<file path="src/rtl/bsg_frame_channel_remap_if.sv">
// rtl/bsg_frame_channel_remap_if.sv - pad/core link and configuration bundle for the channel remapper
interface bsg_frame_channel_remap_if #(
  parameter int num_channels_p = 4,
  parameter int width_p        = 9
);
  localparam int lg_ch_lp = $clog2(num_channels_p);

  logic [num_channels_p*width_p-1:0]  data_i;
  logic [num_channels_p-1:0]          v_i;
  logic [num_channels_p*width_p-1:0]  data_o;
  logic [num_channels_p-1:0]          v_o;
  logic [num_channels_p-1:0]          token_i;
  logic [num_channels_p-1:0]          token_o;
  logic                               cfg_v_i;
  logic [num_channels_p*lg_ch_lp-1:0] cfg_map_i;
  logic [num_channels_p-1:0]          cfg_en_i;
  logic                               cfg_ready_o;
  logic                               cfg_err_o;
  logic                               busy_o;

  modport master (
    output data_i, v_i, token_i, cfg_v_i, cfg_map_i, cfg_en_i,
    input  data_o, v_o, token_o, cfg_ready_o, cfg_err_o, busy_o
  );

  modport slave (
    input  data_i, v_i, token_i, cfg_v_i, cfg_map_i, cfg_en_i,
    output data_o, v_o, token_o, cfg_ready_o, cfg_err_o, busy_o
  );
endinterface

</file>
<file path="src/rtl/bsg_frame_channel_remap.sv">
// rtl/bsg_frame_channel_remap.sv - run-time reprogrammable pad/core channel swizzle
// Forward data/valid and reverse tokens go through a map that is only swapped after a drain window.
module bsg_frame_channel_remap #(
  parameter int num_channels_p = 4,
  parameter int width_p        = 9,
  parameter logic [num_channels_p*$clog2(num_channels_p)-1:0] reset_map_p = 'hD8,
  parameter int drain_cycles_p = 4
) (
  input logic                    clk_i,
  input logic                    reset_i,
  bsg_frame_channel_remap_if.slave link
);

  localparam int lg_ch_lp = $clog2(num_channels_p);
  localparam int cnt_w_lp = $clog2(drain_cycles_p + 1);
  localparam logic [cnt_w_lp-1:0] cnt_last_lp = cnt_w_lp'(drain_cycles_p - 1);

  typedef enum logic [1:0] {
    e_idle  = 2'd0,
    e_drain = 2'd1,
    e_apply = 2'd2
  } state_e;

  state_e state_r, state_n;

  logic [lg_ch_lp-1:0]       map_r      [num_channels_p];
  logic [lg_ch_lp-1:0]       pend_map_r [num_channels_p];
  logic [lg_ch_lp-1:0]       cfg_map    [num_channels_p];
  logic [num_channels_p-1:0] en_r, pend_en_r;
  logic [cnt_w_lp-1:0]       cnt_r;

  logic                              cfg_ready, busy, cfg_fire, map_legal;
  logic                              err_r;
  logic [num_channels_p*width_p-1:0] data_r, data_n;
  logic [num_channels_p-1:0]         v_r, v_n, tok_r, tok_n;

  always_comb begin
    for (int i = 0; i < num_channels_p; i++) begin
      cfg_map[i] = link.cfg_map_i[i*lg_ch_lp +: lg_ch_lp];
    end
  end

  // A legal map is a true permutation: in range and no repeated source.
  always_comb begin
    map_legal = 1'b1;
    for (int i = 0; i < num_channels_p; i++) begin
      if (int'(cfg_map[i]) >= num_channels_p) map_legal = 1'b0;
      for (int j = i + 1; j < num_channels_p; j++) begin
        if (cfg_map[i] == cfg_map[j]) map_legal = 1'b0;
      end
    end
  end

  assign cfg_fire = link.cfg_v_i & cfg_ready;

  always_ff @(posedge clk_i) begin
    if (reset_i) state_r <= e_idle;
    else         state_r <= state_n;
  end

  always_comb begin
    state_n = state_r;
    case (state_r)
      e_idle:  if (cfg_fire && map_legal) state_n = e_drain;
      e_drain: if (cnt_r == cnt_last_lp) state_n = e_apply;
      e_apply: state_n = e_idle;
      default: state_n = e_idle;
    endcase
  end

  always_comb begin
    cfg_ready = 1'b0;
    busy      = 1'b0;
    case (state_r)
      e_idle:  cfg_ready = 1'b1;
      e_drain: busy      = 1'b1;
      e_apply: busy      = 1'b1;
      default: busy      = 1'b0;
    endcase
  end

  // Counter saturates at its terminal value; the FSM leaves DRAIN on that same cycle.
  always_ff @(posedge clk_i) begin
    if (reset_i) begin
      cnt_r <= '0;
    end else if (state_r == e_idle) begin
      cnt_r <= '0;
    end else if (state_r == e_drain && cnt_r != cnt_last_lp) begin
      cnt_r <= cnt_r + 1'b1;
    end
  end

  always_ff @(posedge clk_i) begin
    if (reset_i) begin
      for (int i = 0; i < num_channels_p; i++) begin
        map_r[i]      <= reset_map_p[i*lg_ch_lp +: lg_ch_lp];
        pend_map_r[i] <= reset_map_p[i*lg_ch_lp +: lg_ch_lp];
      end
      en_r      <= '1;
      pend_en_r <= '1;
    end else begin
      if (cfg_fire && map_legal) begin
        for (int i = 0; i < num_channels_p; i++) pend_map_r[i] <= cfg_map[i];
        pend_en_r <= link.cfg_en_i;
      end
      if (state_r == e_apply) begin
        for (int i = 0; i < num_channels_p; i++) map_r[i] <= pend_map_r[i];
        en_r <= pend_en_r;
      end
    end
  end

  // Tokens travel the inverse map, so a disabled output starves its source.
  always_comb begin
    data_n = '0;
    v_n    = '0;
    tok_n  = '0;
    for (int i = 0; i < num_channels_p; i++) begin
      data_n[i*width_p +: width_p] = link.data_i[int'(map_r[i])*width_p +: width_p];
      v_n[i]          = link.v_i[map_r[i]] & en_r[i] & (state_r == e_idle);
      tok_n[map_r[i]] = link.token_i[i] & en_r[i];
    end
  end

  always_ff @(posedge clk_i) begin
    if (reset_i) begin
      data_r <= '0;
      v_r    <= '0;
      tok_r  <= '0;
      err_r  <= 1'b0;
    end else begin
      data_r <= data_n;
      v_r    <= v_n;
      tok_r  <= tok_n;
      err_r  <= cfg_fire & ~map_legal;
    end
  end

  assign link.data_o      = data_r;
  assign link.v_o         = v_r;
  assign link.token_o     = tok_r;
  assign link.cfg_err_o   = err_r;
  assign link.cfg_ready_o = cfg_ready;
  assign link.busy_o      = busy;

endmodule

</file>
<file path="src/flat_wrapper.sv">
// flat-port wrapper written by rule: the top's interface ports become plain ports
module bsg_frame_channel_remap_flat 
#(
  parameter int num_channels_p = 4,
  parameter int width_p        = 9,
  parameter logic [num_channels_p*$clog2(num_channels_p)-1:0] reset_map_p = 'hD8,
  parameter int drain_cycles_p = 4
)
  (clk_i, reset_i, link_data_i, link_v_i, link_token_i, link_cfg_v_i, link_cfg_map_i, link_cfg_en_i, link_data_o, link_v_o, link_token_o, link_cfg_ready_o, link_cfg_err_o, link_busy_o);
  bsg_frame_channel_remap_if #(.num_channels_p(num_channels_p), .width_p(width_p)) link_i ();
  input logic clk_i;
  input logic reset_i;
  input wire logic [$bits(link_i.data_i)-1:0] link_data_i;
  input wire logic [$bits(link_i.v_i)-1:0] link_v_i;
  input wire logic [$bits(link_i.token_i)-1:0] link_token_i;
  input wire logic [$bits(link_i.cfg_v_i)-1:0] link_cfg_v_i;
  input wire logic [$bits(link_i.cfg_map_i)-1:0] link_cfg_map_i;
  input wire logic [$bits(link_i.cfg_en_i)-1:0] link_cfg_en_i;
  output wire logic [$bits(link_i.data_o)-1:0] link_data_o;
  output wire logic [$bits(link_i.v_o)-1:0] link_v_o;
  output wire logic [$bits(link_i.token_o)-1:0] link_token_o;
  output wire logic [$bits(link_i.cfg_ready_o)-1:0] link_cfg_ready_o;
  output wire logic [$bits(link_i.cfg_err_o)-1:0] link_cfg_err_o;
  output wire logic [$bits(link_i.busy_o)-1:0] link_busy_o;
  assign link_i.data_i = link_data_i;
  assign link_i.v_i = link_v_i;
  assign link_i.token_i = link_token_i;
  assign link_i.cfg_v_i = link_cfg_v_i;
  assign link_i.cfg_map_i = link_cfg_map_i;
  assign link_i.cfg_en_i = link_cfg_en_i;
  assign link_data_o = link_i.data_o;
  assign link_v_o = link_i.v_o;
  assign link_token_o = link_i.token_o;
  assign link_cfg_ready_o = link_i.cfg_ready_o;
  assign link_cfg_err_o = link_i.cfg_err_o;
  assign link_busy_o = link_i.busy_o;
  bsg_frame_channel_remap #(.num_channels_p(num_channels_p), .width_p(width_p), .reset_map_p(reset_map_p), .drain_cycles_p(drain_cycles_p)) u_core (.clk_i(clk_i), .reset_i(reset_i), .link(link_i));
endmodule
</file>
<file path="config.mk">
export PLATFORM = sky130hd
export DESIGN_NAME = bsg_frame_channel_remap_flat
export DESIGN_NICKNAME = d
export VERILOG_FILES = /design/src/rtl/bsg_frame_channel_remap_if.sv /design/src/rtl/bsg_frame_channel_remap.sv /design/src/flat_wrapper.sv
export SDC_FILE = /design/constraint.sdc
export NUM_CORES = 1
export LEC_CHECK = 0
export BUFFER_PORTS_ARGS = -buffer_cell sky130_fd_sc_hd__buf_2
export CORE_UTILIZATION = 47
export CTS_CLUSTER_DIAMETER = 60
export DETAILED_ROUTE_END_ITERATION = 16
export PLACE_DENSITY = 0.87
export SYNTH_ARGS = -nofsm -noshare
export SYNTH_HDL_FRONTEND = slang
export SYNTH_SLANG_ARGS = --single-unit
</file>
<file path="constraint.sdc">
create_clock -name clk_i -period 1.9 [get_ports clk_i]
set_clock_uncertainty 0.05 [all_clocks]
set_input_delay 0.095 -clock clk_i [delete_from_list [all_inputs] [get_ports clk_i]]
set_output_delay 0.095 -clock clk_i [all_outputs]
set_load 0.05 [all_outputs]
</file>
==> run_results.csv, run 1 <==
group,metric,value,unit
run_status,status,"finished clean",
global_routing,grt_pass1_vias,2809,
timing,post-route-min-period,1710,ps
global_routing,grt_pass1_wl,13.4,mm
die,die_h,91.5,um
final_layout,fillCellCount,617,
worst_setup_path,critPathSlowestCell,"a2111oi_1",
timing,rsz0062_at_grt,"no",
synthesis,ys_seq_area_share,43.6,%
die,dieArea,8370,um2
synthesis,ys_top_cells_by_area,"dfxtp_1 (31%), mux4_2 (24%), edfxtp_1 (13%)",
final_layout,antenna_cells,0,
route,vias_per_cell,5.46,
die,rows,32,
placement,port_buffers,105,
clock_network,htree_levels,3,
route,drt-initial-drc-count,208,
final_layout,final_cell_mix,"buf_2 (105), dfxtp_1 (58), nor2b_1 (44)",
die,boundaryPins,106,
placement,dp_hpwl,6.20,mm
timing,maxSlewViolCount,0,
timing,finalSetupTns,0,ps
timing,fmaxAchievable,0.583,GHz
clock_network,cts_buffers,9,
synthesis,ys_ff_latch,74,
clock_network,postCtsSetupBuffers,0,
route,postRouteAntennaNets,0,
synthesis,syn_nets,362,
worst_setup_path,cp_slowest_stage_delay,410,ps
timing,hold_viol,0,
route,top_layer,"met5",
worst_setup_path,worst_ep_arrival_time,1870,ps
synthesis,synth_edf_count,16,
route,drt-met1-wl,3.38,mm
worst_setup_path,cp-start-kind,"register",
placement,gp_congestion,0.863,
global_routing,gr-total-overflow,0,
power,powerDensity,802,nW/um2
route,avgRoutedWirePerCell,15.7,um
timing,setup_violations,0,
route,met3_length,487,um
worst_setup_path,rrSetupSlack,190,ps
final_layout,finalNetCount,476,
final_layout,layout_commonest_cell,"buf_2",
global_routing,antenna_found_initial,1,
clock_network,clk_pin_slew,80,ps
synthesis,synth.distinct_cells,46,
worst_setup_path,cp_top_family,"compound AO/OA/AOI/OAI gates",
worst_setup_path,crit_buf_inv,0,
worst_setup_path,path_class,"register to register",
timing,whs,12.6,ps
final_layout,area_delta_synth_final,26.1,%
clock_network,cts_tree,"built",
clock_network,cts_buffer_depth,2,
final_layout,drive_above_1_share,44.5,%
power,p_leak,1.96,nW
worst_setup_path,path_cells,"ha_1 -> ha_1 -> nor2_1 -> nor2_1 -> a2111oi_1",
synthesis,async_flop_share,0,%
worst_setup_path,cp.required,2060,ps
die,design.core.area,7730,um2
clock_network,clkSinkCount,74,
clock_network,worstSkewPairLatency,340,ps
worst_setup_path,setup.worst_path.end_class,"register",
timing,slew_headroom,53.3,%
timing,fin_crit_sh,90.3,%
synthesis,syn_area_per_cell,12.6,um2
timing,worst_pin_slew,701,ps
route,wirelength,8.15,mm
die,initial_core_util,48.7,%
run,drv_cap,0,
synthesis,syn_area,3760,um2
route,dr.pass1.iters,6,
synthesis,netlist_instances,298,
worst_setup_path,cp_max_fo,6,
synthesis,yosys.area.top_type_share,30.8,%
route,drc_errors,0,
synthesis,ys_warn_count,0,
global_routing,grt_max_degree,32,
power,ir_drop,0.437,mV
synthesis,yosysTopAreaCell,"dfxtp_1",
synthesis,synth_top_flop_cell,"dfxtp_1",
die,die_width,91.5,um
route,dr_total_vias,2828,
global_routing,track_usage,20.8,%
worst_hold_path,min_path_type,"input pin to register",
route,wl_met2,4.12,mm
clock_network,cts-root-buf,"clkbuf_8",
-- worst reg2reg max path: cells and delay by family, from the launching register on --
kind,cells,cell delay (ps)
compound gates,1,410
fa+ha+maj,2,390
flops,1,330
simple gates,2,400
-- Yosys cell counts, types with 5 or more instances --
library cell / n
nand2b_1: 10
nand2_1: 7
clkbuf_1: 13
mux2i_1: 6
and2_1: 7
edfxtp_1: 16
xor2_1: 12
buf_2: 5
inv_1: 6
mux4_2: 40
nor2b_1: 44
dfxtp_1: 58
nor2_1: 15
ha_1: 5
a21oi_1: 8
-- per-stage QoR --
| stage | power (mW) | instance area [um2] | worst slack, ps | utilization, % | instances |
|---|---|---|---|---|---|
| after floorplan | 2.26 | 3780 | 61.4 | - | 298 |
| after global placement | 2.46 | 4460 | 299 | 57.7 | 497 |
| after detailed placement | 2.48 | 4460 | 130 | 57.7 | 497 |
| after CTS | 3.82 | 4750 | 113 | 61.4 | 518 |
| after global routing | 3.94 | 4750 | 20.6 | 61.4 | 518 |
| final | 3.81 | 4750 | 185 | 61.4 | 518 |
-- power breakdown --
group | total (mW) | internal, mW | switching [mW] | leakage (nW)
clock | 1.36 | 0.794 | 0.562 | 0.119
sequential | 1.71 | 1.68 | 0.0310 | 0.619
combinational | 0.736 | 0.281 | 0.454 | 1.23
-- routing by layer --
layer | vias up | global-route usage, %
met5 | - | 0
met4 | 2 | 7.54
met3 | 18 | 4.36
li1 | 1334 | -
met2 | 104 | 36.2
met1 | 1370 | 25.3
-- sequential cells by signal (all words and copies together), names as in the netlist --
register / count
u_core.cnt_r: 3
u_core.en_r: 4
u_core.link.cfg_err_o: 1
u_core.link.data_o: 36
u_core.link.token_o: 4
u_core.link.v_o: 4
u_core.map_r: 8
u_core.pend_en_r: 4
u_core.pend_map_r: 8
u_core.state_r: 2
-- cells by family after synthesis --
| logic type | Yosys count | share of synthesized area, % |
|---|---|---|
| adders and majority gates | 5 | 1.66 |
| buffers and inverters | 27 | 3.22 |
| xor gates and xnor gates | 13 | 3.02 |
| and+or+nand+nor | 104 | 16.9 |
| muxes | 46 | 25.5 |
| DFF | 74 | 43.6 |
| AOI/OAI and AO/OA | 29 | 6.02 |
-- layout make-up --
cell class | instances | area [um2] | area share (%)
Sequential cell | 74 | 1640 | 34.6
Multi-Input combinational cell | 197 | 2020 | 42.5
Clock buffer | 12 | 188 | 3.95
Tap cell | 102 | 128 | 2.69
Inverter | 6 | 22.5 | 0.474
Timing Repair Buffer | 124 | 708 | 14.9
Clock inverter | 3 | 41.3 | 0.870
-- timing repair --
action / in CTS / in global routing
hold endpoints to repair: 7 / 0
setup endpoints to repair: 0 / 1
hold buffers: 6 / 0
resized for setup: 0 / 1
-- worst paths after layout --
kind,cells past startpoint,end,from
setup / recovery,5,u_core.cnt_r[2],u_core.cnt_r[0]
hold / removal,3,u_core.link.token_o[1],link_token_i[3]
setup reg to reg,5,u_core.cnt_r[2],u_core.cnt_r[0]
hold reg to reg,1,u_core.en_r[2],u_core.pend_en_r[2]
Power figures use the tool's default switching activity.
==> run 2, diff against run 1 <==
- CORE_UTILIZATION: 47 -> 49
- CTS_BUF_LIST: default -> sky130_fd_sc_hd__clkbuf_4 sky130_fd_sc_hd__clkbuf_8
- PLACE_DENSITY: 0.87 -> 0.9
==> run 2 against run 1 <==
Net effect: via count shrank 0.28%; register-to-register slack gained 50 ps; design area shrank 2.8%; combinational power is essentially flat; first-iteration DRC count shrank 38%; routed wire length grew 0.61%; setup slack gained 46 ps; total power shrank 7.5%; non-clock buffer count shrank 5; critical path depth is the same; clock power shrank 21%; maximum frequency grew 2.8%; largest cell class unchanged.
==> run_results.csv, run 2 (synthesis results as in run 1) <==
group,metric,value,unit
clock_network,postCtsSetupBuffers,0,
route,dr.pass1.iters,5,
worst_setup_path,path_class,"register to register",
clock_network,clkSinkCount,74,
timing,slew_headroom,50.4,%
timing,whs,38.1,ps
final_layout,fillCellCount,542,
power,power,3.52,mW
placement,place_area,4390,um2
final_layout,layout_commonest_cell,"buf_2",
route,dr_total_vias,2820,
worst_hold_path,min_path_type,"input pin to register",
die,die_width,89.7,um
placement,port_buffers,105,
final_layout,utilization,62.9,%
die,boundaryPins,106,
power,p_leak,1.90,nW
timing,post-route-min-period,1670,ps
worst_setup_path,worstReg2RegStart,"u_core.cnt_r[0]",
placement,gp_congestion,0.852,
clock_network,cts_buffer_depth,2,
clock_network,worstSkewPairLatency,340,ps
power,powerDensity,763,nW/um2
clock_network,cts_buffers,9,
global_routing,gr-total-overflow,0,
worst_setup_path,rrSetupSlack,230,ps
worst_setup_path,r2r_end,"u_core.cnt_r[2]",
final_layout,final_area,4610,um2
timing,worst_pin_slew,744,ps
route,vias_per_cell,5.53,
power,p_sw_share,30.9,%
die,die_h,89.7,um
power,power_frac_comb,20.9,%
timing,fin_ws,231,ps
die,dieArea,8040,um2
power,clkPwrFrac,30.5,%
timing,finalSetupTns,0,ps
final_layout,ff_latch_area,1640,um2
power,p_seq_share,48.6,%
worst_setup_path,cp.required,2080,ps
power,ir_drop,0.474,mV
timing,hold_viol,0,
timing,setup_violations,0,
timing,rsz0062_at_grt,"no",
global_routing,grt_pass1_vias,2762,
worst_setup_path,cp-start-kind,"register",
route,drt-initial-drc-count,130,
final_layout,antenna_cells,0,
route,wirelength,8.20,mm
worst_setup_path,path_cells,"ha_1 -> ha_1 -> nor2_1 -> nor2_1 -> a2111oi_0",
placement,dp_hpwl,5.84,mm
clock_network,clk_pin_slew,80,ps
worst_setup_path,setup.worst_path.end_class,"register",
clock_network,htree_levels,3,
worst_setup_path,r2r_cells,5,
route,drc_errors,0,
final_layout,area_delta_synth_final,22.6,%
worst_setup_path,critPathSlowestCell,"a2111oi_0",
worst_hold_path,worstHoldStart,"link_cfg_map_i[6]",
global_routing,track_usage,21.6,%
die,design.core.area,7330,um2
final_layout,finalNetCount,471,
final_layout,largest_reg_flops,36,
worst_setup_path,cp_max_fo,6,
final_layout,drive_above_1_share,43.8,%
final_layout,multi_input_comb_area,2020,um2
clock_network,cts-root-buf,"clkbuf_8",
final_layout,stdcell_count,510,
worst_setup_path,crit_buf_inv,0,
global_routing,grt_max_degree,45,
worst_hold_path,holdPathEnd,"u_core.pend_map_r[0][6]",
final_layout,final_cell_mix,"buf_2 (105), dfxtp_1 (58), nor2b_1 (44)",
worst_setup_path,worst_ep_arrival_time,1850,ps
power,p_int,2.43,mW
global_routing,antenna_found_initial,0,
die,initial_core_util,51.4,%
worst_setup_path,cp-startpoint,"u_core.cnt_r[0]",
worst_setup_path,cp_slowest_stage_delay,360,ps
timing,fmaxAchievable,0.599,GHz
run_status,status,"finished clean",
worst_setup_path,cp_top_family,"simple AND/OR/NAND/NOR gates",
route,postRouteAntennaNets,0,
die,rows,31,
timing,fin_crit_sh,87.8,%
placement,dpl_worst_slack,224,ps
run,drv_cap,0,
clock_network,cts_tree,"built",
worst_hold_path,hold_depth,2,
power,p_sw,1.09,mW
placement,dp_cells,489,
route,avgRoutedWirePerCell,16.1,um
global_routing,grt_pass1_wl,12.8,mm
timing,maxSlewViolCount,0,
-- run 2: changes by cell type in the layout (fill, tap and decap cells not counted) --
cell,before,now
bufinv_16,1,0
a2111oi_1,1,0
buf_4,11,8
inv_4,1,3
inv_6,0,1
buf_12,2,0
clkbuf_8,10,9
clkinvlp_4,0,1
a2111oi_0,0,1
clkbuf_16,2,0
-- run 2: worst max path at each step --
stage	end	slack [ps]	depth (start not counted)
3_5_place_dp	u_core.cnt_r[2]	220	5
3_3_place_gp	u_core.pend_map_r[0][3]	310	6
5_1_grt	u_core.cnt_r[2]	4	5
4_1_cts	u_core.cnt_r[2]	210	5
2_1_floorplan	u_core.pend_map_r[0][0]	60	5
6_report	u_core.cnt_r[2]	230	5
-- run 2: routing by layer --
layer	global-route usage (%)	part of all wire, %	vias up
li1	-	-	1325
met5	0	0	-
met1	24.1	38	1321
met4	11.3	1.9	0
met2	37.5	51	155
met3	5.94	9.1	19
-- run 2: worst reg2reg max path: stages, from the launching register on --
cell and delay [ps]:
dfxtp_1 330, ha_1 190, ha_1 210, nor2_1 340
nor2_1 80, a2111oi_0 360
-- run 2: power by group through the flow --
stage / clock, mW / combinational, mW / sequential [mW]
after floorplan: 0 / 0.306 / 1.96
after detailed placement: 0 / 0.721 / 1.75
after global routing: 1.17 / 0.782 / 1.72
final: 1.07 / 0.736 / 1.71
after CTS: 1.09 / 0.736 / 1.71
after global placement: 0 / 0.703 / 1.75
-- run 2: final cells by class --
cell class                 count  share of cell area, %
sequential                    74                   35.6
tap                           99                   2.68
clock inverter                 6                  0.868
clock buffer                   9                   2.68
timing repair buffer         119                   14.0
multi-input combinational    197                   43.7
inverter                       6                  0.488
-- run 2: timing repair --
action,in CTS,in global routing
endpoints found under the hold margin,8,0
hold buffers,6,0
resized for setup,0,0
endpoints found under the setup margin,0,0
==> run 3, diff against run 2 <==
- ABC_AREA: default -> 1
- BUFFER_PORTS_ARGS: -buffer_cell sky130_fd_sc_hd__buf_2 -> -buffer_cell sky130_fd_sc_hd__clkbuf_2
- CORE_UTILIZATION: 49 -> 48
==> run 3 against run 2 <==
Net effect: critical path depth grew 1; critical path type unchanged; sequential share of layout area grew 2.1 points; largest cell class is now registers; design area shrank 5.5%.
==> run_results.csv, run 3 <==
group,metric,value,unit
run_status,status,"finished clean",
final_layout,layout_commonest_cell,"clkbuf_2",
placement,place_area,4040,um2
timing,whs,15.7,ps
global_routing,gr-usage-met1,27.7,%
timing,fmaxAchievable,0.584,GHz
die,dieArea,7430,um2
clock_network,htree_levels,3,
synthesis,ys_seq_area_share,48.2,%
clock_network,cts_buffer_depth,2,
synthesis,syn_area_per_cell,8.11,um2
die,initial_core_util,49.8,%
global_routing,use_met2,43.1,%
synthesis,netlist_instances,420,
die,rows,30,
synthesis,syn_area,3400,um2
power,p_sw,1.75,mW
synthesis,synth_top_flop_cell,"dfxtp_1",
timing,slew_headroom,44.0,%
global_routing,gr-total-overflow,0,
clock_network,cts-root-buf,"clkbuf_8",
synthesis,synth.distinct_cells,29,
power,p_sw_share,37.3,%
global_routing,use_met3,5.71,%
worst_setup_path,cp_max_fo,12,
route,dr_total_vias,3560,
final_layout,finalNetCount,599,
power,p_leak,2.08,nW
placement,dp_cells,609,
synthesis,syn_nets,484,
power,p_seq_share,39.6,%
power,power_frac_comb,32.2,%
power,p_int,2.94,mW
power,ir_drop,0.791,mV
final_layout,drive_above_1_share,28.1,%
timing,rsz0062_at_grt,"no",
timing,setup_violations,0,
placement,dp_hpwl,6.47,mm
global_routing,grt_pass1_wl,14.4,mm
final_layout,utilization,63.9,%
timing,finalSetupTns,0,ps
worst_setup_path,cp-start-kind,"register",
power,clkPwrFrac,28.2,%
timing,hold_viol,0,
final_layout,largest_reg_flops,36,
final_layout,stdcell_count,636,
clock_network,clk_pin_slew,80,ps
global_routing,antenna_found_initial,0,
route,drc_errors,0,
worst_setup_path,worst_ep_arrival_time,1670,ps
route,drt-initial-drc-count,339,
die,die_h,86.2,um
global_routing,track_usage,24.9,%
timing,fin_ws,187,ps
synthesis,synth_commonest_cells,"nor2_1 (70), nand2_1 (66), dfxtp_1 (58), inv_1 (47), a221oi_1 (40)",
synthesis,ys_ff_latch,74,
timing,maxSlewViolCount,0,
clock_network,post_cts_resized,0,
global_routing,busiest_layer,"met2",
clock_network,cts_tree,"built",
synthesis,async_flop_share,0,%
synthesis,yosys.area.top_type_share,34.1,%
worst_setup_path,path_class,"register to register",
final_layout,final_cell_mix,"clkbuf_2 (105), nor2_1 (70), nand2_1 (66)",
worst_setup_path,cp.required,1860,ps
route,vias_per_cell,5.60,
timing,fin_crit_sh,90.2,%
worst_hold_path,min_path_type,"input pin to register",
power,powerDensity,1080,nW/um2
final_layout,antenna_cells,0,
synthesis,yosysTopAreaCell,"dfxtp_1",
run,drv_cap,0,
timing,worst_pin_slew,838,ps
placement,dpl_worst_slack,198,ps
die,design.core.area,6830,um2
clock_network,worstSkewPairLatency,350,ps
die,die_width,86.2,um
die,boundaryPins,106,
placement,gp_congestion,0.860,
route,postRouteAntennaNets,0,
final_layout,final_area,4360,um2
route,avgRoutedWirePerCell,14.4,um
route,wirelength,9.13,mm
clock_network,clkSinkCount,74,
global_routing,grt_pass1_vias,3305,
final_layout,area_delta_synth_final,28.2,%
timing,post-route-min-period,1710,ps
global_routing,grt_max_degree,27,
worst_setup_path,setup.worst_path.end_class,"register",
synthesis,synth.most_common_cell,"nor2_1",
route,dr.pass1.iters,6,
placement,port_buffers,105,
synthesis,synth_edf_count,16,
power,power,4.69,mW
synthesis,ys_top_cells_by_area,"dfxtp_1 (34%), edfxtp_1 (14%), a221oi_1 (10%)",
clock_network,cts_buffers,9,
synthesis,ys_warn_count,0,
==> run 3: changes by cell type in the layout (fill, tap and decap cells not counted), sizes merged, moves of 12 or more <==
| cell | change |
|---|---|
| a221oi | +39 |
| mux4 | -40 |
| clkbuf | +105 |
| nor2 | +61 |
| inv | +47 |
| o22ai | +36 |
| buf | -104 |
| nor2b | -44 |
| xor2 | -12 |
| nand2 | +59 |
==> run 3: area by class of cell <==
class | count | area [um2]
Timing Repair Buffer | 125 | 703
Tap cell | 96 | 120
Sequential cell | 74 | 1640
Multi-Input combinational cell | 269 | 1470
Clock buffer | 9 | 124
Clock inverter | 7 | 92.6
Fill cell | 586 | 2470
Inverter | 56 | 213
==> run 3: final timing paths <==
kind                     start                      end  slack (ps)  depth (start not counted)
max          u_core.state_r[0]  u_core.pend_map_r[0][0]         190                          6
min             link_data_i[2]   u_core.link.data_o[20]          20                          3
max reg2reg  u_core.state_r[0]  u_core.pend_map_r[0][0]         190                          6
min reg2reg    u_core.cnt_r[2]          u_core.cnt_r[2]         410                          2
==> run 3: kinds of logic (layout without fill, tap and decap cells) <==
kind of cell,after synthesis,in the layout,share of synthesized area [%]
DFF,74,74,48.2
buffers and inverters,77,197,8.64
xor gates and xnor gates,3,3,0.772
AOI/OAI and AO/OA,106,106,22.1
and+or+nand+nor,155,155,18.5
adders and majority gates,5,5,1.84
==> run 3: timing repair <==
action / 4_1_cts / 5_1_grt
hold buffers: 11 / 0
hold endpoints to repair: 13 / 0
setup buffers: 0 / 0
==> run 3: power groups by stage <==
stage                     sequential [mW]  combinational, mW  clock [mW]
after floorplan                      2.31              0.672           0
after global placement               1.88               1.44           0
after detailed placement             1.89               1.47           0
after CTS                            1.86               1.50        1.33
after global routing                 1.87               1.62        1.39
final                                1.86               1.51        1.33
==> run 3: per-layer routing <==
| metal | routed length, um | share of wire [%] | up-vias |
|---|---|---|---|
| met5 | 0 | 0 | - |
| li1 | - | - | 1689 |
| met2 | 4300 | 47 | 270 |
| met1 | 3480 | 38 | 1544 |
| met4 | 437 | 4.8 | 0 |
| met3 | 912 | 10 | 57 |
==> run 3: critical path, cell delays in order (launching register included) <==
cell and delay (ps):
dfxtp_1 340, inv_1 90, ha_1 260, nand2_1 110, inv_1 80, nand3_2 120
nand2_1 340
